[src/rtl/mem_pkg.sv]
// Shared state encoding and constants for the two-port memory arbiter.
package mem_pkg;

    typedef enum logic {
        IDLE = 1'b0,
        BUSY = 1'b1
    } state_t;

    localparam int DEF_TIMEOUT = 255;
    localparam int CNT_W       = 8;

endpackage

[src/rtl/rr_arb2.sv]
// Two-way round-robin pick: a lone requester wins, a tie goes to the side not granted last.
// Purely combinational; grant is meaningless when req is zero.
module rr_arb2 (
    input  logic [1:0] req,
    input  logic       last_grant,
    output logic       grant
);

    always_comb begin
        case (req)
            2'b10:   grant = 1'b1;
            2'b11:   grant = ~last_grant;
            default: grant = 1'b0;
        endcase
    end

endmodule

[src/rtl/mem_arbiter.sv]
// Shares one memory port between an I-cache (0) and a D-cache (1); ext request one cycle after sampling.
// Requesters stall by holding strobes until their ack; a stuck memory is aborted after TIMEOUT cycles with err.
module mem_arbiter
    import mem_pkg::*;
#(
    parameter int WORD_SIZE  = 32,
    parameter int ADDR_WIDTH = 32,
    parameter int TIMEOUT    = DEF_TIMEOUT
) (
    input  logic                  clk,
    input  logic                  rst,

    input  logic                  req0_re,
    input  logic                  req0_wr,
    input  logic [ADDR_WIDTH-1:0] req0_addr,
    input  logic [WORD_SIZE-1:0]  req0_data_in,
    output logic [WORD_SIZE-1:0]  req0_data_out,
    output logic                  req0_ack,

    input  logic                  req1_re,
    input  logic                  req1_wr,
    input  logic [ADDR_WIDTH-1:0] req1_addr,
    input  logic [WORD_SIZE-1:0]  req1_data_in,
    output logic [WORD_SIZE-1:0]  req1_data_out,
    output logic                  req1_ack,

    output logic [ADDR_WIDTH-1:0] ext_addr,
    output logic [WORD_SIZE-1:0]  ext_data_out,
    output logic                  ext_re,
    output logic                  ext_wr,
    input  logic [WORD_SIZE-1:0]  ext_data_in,
    input  logic                  ext_ack,

    output logic                  err
);

    localparam logic [CNT_W-1:0] TO_CNT = CNT_W'(TIMEOUT);

    state_t                r_state;
    state_t                w_next;
    logic                  r_grant;
    logic                  r_last_grant;
    logic                  r_wr;
    logic [ADDR_WIDTH-1:0] r_addr;
    logic [WORD_SIZE-1:0]  r_data;
    logic [CNT_W-1:0]      r_cnt;

    logic [1:0]            w_req;
    logic                  w_win;
    logic                  w_busy;
    logic                  w_done;
    logic                  w_abort;
    logic                  w_fin;
    logic [WORD_SIZE-1:0]  w_rdata;

    assign w_req = {req1_re | req1_wr, req0_re | req0_wr};

    rr_arb2 u_rr_arb2 (
        .req        (w_req),
        .last_grant (r_last_grant),
        .grant      (w_win)
    );

    always_ff @(posedge clk or negedge rst) begin
        if (!rst) begin
            r_state <= IDLE;
        end else begin
            r_state <= w_next;
        end
    end

    // A memory ack in the same cycle the counter hits TIMEOUT completes normally.
    always_comb begin
        w_next  = r_state;
        w_done  = 1'b0;
        w_abort = 1'b0;
        case (r_state)
            IDLE: begin
                if (|w_req) begin
                    w_next = BUSY;
                end
            end
            BUSY: begin
                if (ext_ack) begin
                    w_done = 1'b1;
                    w_next = IDLE;
                end else if (r_cnt == TO_CNT) begin
                    w_abort = 1'b1;
                    w_next  = IDLE;
                end
            end
            default: w_next = IDLE;
        endcase
    end

    always_ff @(posedge clk or negedge rst) begin
        if (!rst) begin
            r_grant      <= 1'b0;
            r_last_grant <= 1'b1;
            r_wr         <= 1'b0;
            r_addr       <= '0;
            r_data       <= '0;
            r_cnt        <= '0;
        end else if (r_state == IDLE && |w_req) begin
            r_grant      <= w_win;
            r_last_grant <= w_win;
            r_wr         <= w_win ? req1_wr      : req0_wr;
            r_addr       <= w_win ? req1_addr    : req0_addr;
            r_data       <= w_win ? req1_data_in : req0_data_in;
            r_cnt        <= '0;
        end else if (r_state == BUSY) begin
            r_cnt        <= r_cnt + 1'b1;
        end
    end

    assign w_busy       = (r_state == BUSY);
    assign ext_re       = w_busy & ~r_wr;
    assign ext_wr       = w_busy &  r_wr;
    assign ext_addr     = r_addr;
    assign ext_data_out = r_data;

    // Read data is masked outside BUSY and on abort so a stale bus value never reaches a cache.
    assign w_fin         = w_done | w_abort;
    assign w_rdata       = (w_busy && !w_abort) ? ext_data_in : '0;
    assign req0_ack      = w_fin & ~r_grant;
    assign req1_ack      = w_fin &  r_grant;
    assign req0_data_out = r_grant ? '0 : w_rdata;
    assign req1_data_out = r_grant ? w_rdata : '0;
    assign err           = w_abort;

endmodule

[config.mk]
export PLATFORM = sky130hd
export DESIGN_NAME = mem_arbiter
export DESIGN_NICKNAME = d
export VERILOG_FILES = /design/src/rtl/mem_pkg.sv /design/src/rtl/rr_arb2.sv /design/src/rtl/mem_arbiter.sv
export SDC_FILE = /design/constraint.sdc
export NUM_CORES = 1
export LEC_CHECK = 0
export CAP_MARGIN = 20
export CELL_PAD_IN_SITES_DETAIL_PLACEMENT = 1
export CELL_PAD_IN_SITES_GLOBAL_PLACEMENT = 2
export CORE_ASPECT_RATIO = 1.2
export CORE_MARGIN = 2
export CORE_UTILIZATION = 16
export DETAILED_ROUTE_END_ITERATION = 10
export PLACE_DENSITY_LB_ADDON = 0.1
export REMOVE_ABC_BUFFERS = 1
export SLEW_MARGIN = 30
export SYNTH_ARGS = -nofsm -noshare
export SYNTH_HDL_FRONTEND = slang
export SYNTH_SLANG_ARGS = --single-unit
[constraint.sdc]
create_clock -name clk -period 1.5 [get_ports clk]
set_clock_uncertainty 0.05 [all_clocks]
set_input_delay 0.3 -clock clk [delete_from_list [all_inputs] [get_ports clk]]
set_output_delay 0.3 -clock clk [all_outputs]
set_load 0.005 [all_outputs]
== Yosys cells after proc, flatten, opt, wreduce, memory -nomap -nowiden ==
Index checks and enable logic that the tools add are counted.
Widths: inputs -> output; s select.

* Register bits after elaboration: 76
* Input port bits: 167
* Word-level logic and storage cells: 45

* Add/sub/neg operators: 1
* Eq/ne operators: 3
* Multiplexer cells: 18
* Bitwise logic cells: 11
* Reductions and logical operators: 5

{| class="wikitable"
|+ Operator list
! kind !! number
|-
| $mux 32 || 5
|-
| $mux 8 || 2
|-
| $mux 1 || 9
|-
| $add 8x1->8 const B || 1
|-
| $eq 8x8->1 const B || 1
|-
| $and 1x1->1 || 4
|-
| $eq 2x2->1 const B || 2
|-
| $not 1->1 || 4
|-
| $pmux 1 s2 || 2
|-
| $or 1x1->1 || 3
|-
| $logic_and 1x1->1 || 2
|-
| $reduce_bool 2->1 || 1
|-
| $reduce_or 2->1 || 1
|-
| $logic_not 1->1 || 1
|}

== Depth between registers and ports, before layout ==
* Depth in word-level cells: 8
* Gate-level depth with buffers: 6
* Depth with buffers taken out: 5

== Hierarchy ==
Synthesis repeated with hierarchy kept, for this count alone.

* Cell total of the unflattened synthesis: 418
* Area, all modules: 4120.2 µm²

{| class="wikitable"
|+ By module, submodules not included
! module !! instances !! cells each !! area an instance (µm²) !! seq. area each (µm²)
|-
| mem_arbiter || 1 || 417 || 4108.9 || 1903.1
|-
| rr_arb2 || 1 || 1 || 11.3 || 0.0
|}

== Worst setup path before layout ==
Ideal clock, no wire load.

* Kind: reg-to-output
* Start: register r_cnt[0]
* End: output port req0_data_out[0]
* Arrival time: 1.299 ns
* Data required time: 1.150 ns
* Path slack: -0.149 ns
* Cell stages (with the launch flop): 7
* Buffers on the path: 1
* Cells stage by stage: dfrtp_1 > ha_1 > nand3_1 > nor3_4 > nor2_2 > buf_6 > and2_1

* Cells in the longest elaborated chain, start to end: 8

{| class="wikitable"
|+ RTL lines
! item !! line !! RTL
|-
| from (decl) || mem_arbiter.sv:46 || <nowiki>logic [CNT_W-1:0] r_cnt;</nowiki>
|-
| from (signal assigned) || mem_arbiter.sv:112 || <nowiki>r_cnt <= r_cnt + 1'b1;</nowiki>
|-
| $eq 8x8->1 || mem_arbiter.sv:87 || <nowiki>end else if (r_cnt == TO_CNT) begin</nowiki>
|-
| $mux 1 || mem_arbiter.sv:87 ||
|-
| $mux 1 || mem_arbiter.sv:84 || <nowiki>if (ext_ack) begin</nowiki>
|-
| $mux 1 || mem_arbiter.sv:77 || <nowiki>case (r_state)</nowiki>
|-
| $logic_not 1->1 || mem_arbiter.sv:124 || <nowiki>assign w_rdata = (w_busy && !w_abort) ? ext_data_in : '0;</nowiki>
|-
| $logic_and 1x1->1 || mem_arbiter.sv:124 ||
|-
| $mux 32 || mem_arbiter.sv:124 ||
|-
| $mux 32 || mem_arbiter.sv:127 || <nowiki>assign req0_data_out = r_grant ? '0 : w_rdata;</nowiki>
|-
| to (decl) || mem_arbiter.sv:17 || <nowiki>output logic [WORD_SIZE-1:0] req0_data_out,</nowiki>
|}

No other way between the ends.

== Worst setup path after layout ==
* Start: register r_cnt[0]
* End: output port req0_data_out[22]

The elaborated chain is that of the path after synthesis.

==> results_dict.tcl <==
set metrics [dict create \
    overflow 0 \
    slew_violations 0 \
    drc 0 \
    hold_ws_ps 343 \
    worst-setup-path-type "reg -> out" \
    p_leak_nw 3.98 \
    synth_edf_count 0 \
    dp_hpwl_mm 14.6 \
    drt_iter0_drc 91 \
    rsz0062_at_grt "true" \
    synth_top_area_share_pct 46.4 \
    netlist_instances 491 \
    die_x_um 149 \
    period_share_pct 145 \
    yosys.area.top_type "dfrtp_1" \
    portBuffers 299 \
    grt_usage_pct 16.5 \
    cp_slowest_stage_delay_ps 410 \
    ant_nets 0 \
    fin_crit_ps 2180 \
    violations "negative setup slack" \
    core_um2 24800 \
    clockBufferDepth 2 \
    maxCapViolCount 0 \
    totalWireLength_mm 23.0 \
    synth.area.top_cells "dfrtp_1, a21oi_1, and2_1, nand2_1, nor2_1" \
    synth_area_um2 4040 \
    grt_max_degree 30 \
    avgSynthCellArea_um2 8.23 \
    pin_count 300 \
    p_sw_share_pct 34.9 \
    ys_warn_count 0 \
    htree_levels 3 \
    cp.arrival_ps 1830 \
    globalplace.congestion 0.735 \
    cp.required_ps 1150 \
    dp.cells 1113 \
    instances_no_fill 1190 \
    powerDensity_nw_per_um2 988 \
    ys_types 34 \
    antenna_found_initial 1 \
    worstSkewPairLatency_ps 340 \
    wl_per_cell_um 19.3 \
    nets 1027 \
    critPathLaunch "r_cnt[0]$_DFFE_PN0P_" \
    reg2reg_slack_ps -170 \
    cts_made_buffers 9 \
    rows 63 \
    cts_tree "yes" \
    critPathLaunchType "flop" \
    route.vias.total 5083 \
    ys.flop_type "dfrtp_1" \
    worstHoldPathType "in -> async" \
    syn2layout_area_growth_pct 143 \
    ir_drop_mv 0.552 \
    r2r_end "ext_addr[8]$_DFFE_PN0P_" \
    ys_seq_area_share_pct 47.1 \
    reg2reg_depth 7 \
    combPwrFrac_pct 48.1 \
    setup_viol 139 \
    clkPwrFrac_pct 22.2 \
    grt_first_pass_wirelength_mm 33.0 \
    cp_cell_sequence "ha_4 > nand3_4 > nor3_4 > buf_12 > buf_6 > nor2_4 > buf_6 > and2_4 > buf_6" \
    first_global_vias 5627 \
    cp-end-kind "primary output" \
    start_util_pct 16.3 \
    drt-pass1-iter-count 4 \
    via_per_inst 4.27 \
    async_reset_ff_share_pct 100 \
    status "finished with violations" \
    path_buf_inv 4 \
    worstMarginPinSlew_ps 333 \
    dieArea_um2 26600 \
    drive_gt1_share_pct 47.5 \
    crit_top_cell "buf_6" \
    crit_path_max_fanout 5 \
    relSlewSlack_pct 77.8 \
    postSynthRegisterBits 76 \
    fmax_mhz 459 \
    regToRegStartpoint "r_state$_DFF_PN0_" \
    p_seq_share_pct 29.7 \
    clock_sinks 76 \
    setup_ws_ps -678 \
    crit_slowest_cell "dfrtp_1" \
    die-height_um 178 \
    switching_power_w 0.00338 \
    clkTransAtPathRegs_ps 60 \
    hold_viol 0 \
    cp_top_family "buffers and inverters" \
    root_buffer "clkbuf_16" \
    internal-power_w 0.00632 \
]
## timing repair
item                       CTS  global route
buffers inserted            40             8
hold endpoints to repair    13             0
setup endpoints to repair  208           143
resized for setup          491           229
pin swaps                   60            33
gates cloned                16             2
hold buffers                 1             0
## layer usage
layer	vias up	track usage (%)	share of wire, %
met3	8	5.50	8.3
met5	-	0	0
met4	0	2.90	0.54
met1	2501	18.0	38
met2	200	31.0	53
li1	2374	-	-
## state kept, by name, summed over array words and instances, names as in the netlist
| register | count |
|---|---|
| r_state | 1 |
| r_cnt | 8 |
| ext_addr | 32 |
| r_wr | 1 |
| ext_data_out | 32 |
| r_grant | 1 |
| r_last_grant | 1 |
## metrics by stage
step	util [%]	total power, W	TNS [ps]	cell area, um^2	worst slack [ps]
3_5_place_dp	30.6	0.00625	-115640	7570	-1320
2_1_floorplan	-	0.00381	-117360	3780	-1650
5_1_grt	39.7	0.0103	-57380	9820	-787
6_report	39.7	0.00970	-47220	9820	-678
4_1_cts	36.6	0.00918	-52920	9050	-768
3_3_place_gp	30.6	0.00619	-108250	7570	-1330
## layout make-up
class                           count  area [um^2]
Antenna cell                        1         2.50
Clock buffer                       11          253
Clock inverter                      5         36.3
Fill cell                        2788        14900
Inverter                            1         3.75
Multi-Input combinational cell    379         3060
Sequential cell                    76         1900
Tap cell                          325          407
Timing Repair Buffer              392         4160
## placed cells by master (no fill, tap or decap), types with 3 or more instances in the layout
master and instances:
buf_8 3, buf_2 8, dlygate4sd2_1 68, buf_16 10, clkbuf_2 20, o21ai_1 5, nor2_2 3, clkbuf_16 11
nand2_1 71, and2_1 21, clkdlybuf4s50_1 161, and2_4 44, nand3_2 3, clkinvlp_4 3, buf_12 26, buf_6 57
a21oi_2 95, dfrtp_1 75, o21ai_0 3, a21oi_1 14, a21oi_4 19, nor2_4 51, buf_4 36, nor2_1 20
## logic make-up (layout without fill, tap and decap cells)
| family | count (synthesis) | after routing | synth area share (%) |
|---|---|---|---|
| AND/OR/NAND/NOR | 230 | 232 | 27.2 |
| AO/OA/AOI/OAI | 144 | 144 | 18.3 |
| adder cells (fa/ha/maj) | 1 | 1 | 0.309 |
| buffers and inverters | 38 | 409 | 6.62 |
| flip-flops | 76 | 76 | 47.1 |
| XOR/XNOR | 1 | 1 | 0.217 |
| other | 0 | 1 | 0 |
| multiplexers | 1 | 1 | 0.279 |
## power groups by stage
stage                     sequential (W)  combinational, W  clock (W)
after CTS                        0.00281           0.00413    0.00224
after detailed placement         0.00279           0.00346          0
after global placement           0.00276           0.00343          0
after global routing             0.00295           0.00503    0.00234
final                            0.00288           0.00467    0.00215
after floorplan                  0.00281          0.000998          0
## Yosys cell counts (2+ instances only)
library cell,n
and2_1,65
o21ai_0,10
nor2b_1,4
nand3_1,5
dfrtp_1,75
clkbuf_1,9
buf_2,13
nor2_1,70
a22o_1,2
nor2_2,2
buf_6,14
nand4_1,2
a21oi_1,128
nand2_1,72
## worst max path at each step
stage / end / slack, ps / cells after the start
floorplan: r_wr$_DFFE_PN0P_ / -1650 / 3
CTS: req1_data_out[0] / -770 / 8
finish: req0_data_out[22] / -680 / 9
global placement: req0_data_out[18] / -1330 / 5
detailed placement: req0_data_out[14] / -1320 / 5
global route: req0_data_out[22] / -790 / 9
## worst register-to-register path: cells and delay by family (launching register included)
family	cells	cell delay [ps]
buffers and inverters	4	580
DFF	1	410
and+or+nand+nor	1	320
AOI/OAI and AO/OA	2	200
Note: power is estimated with default switching activity, not from simulation.
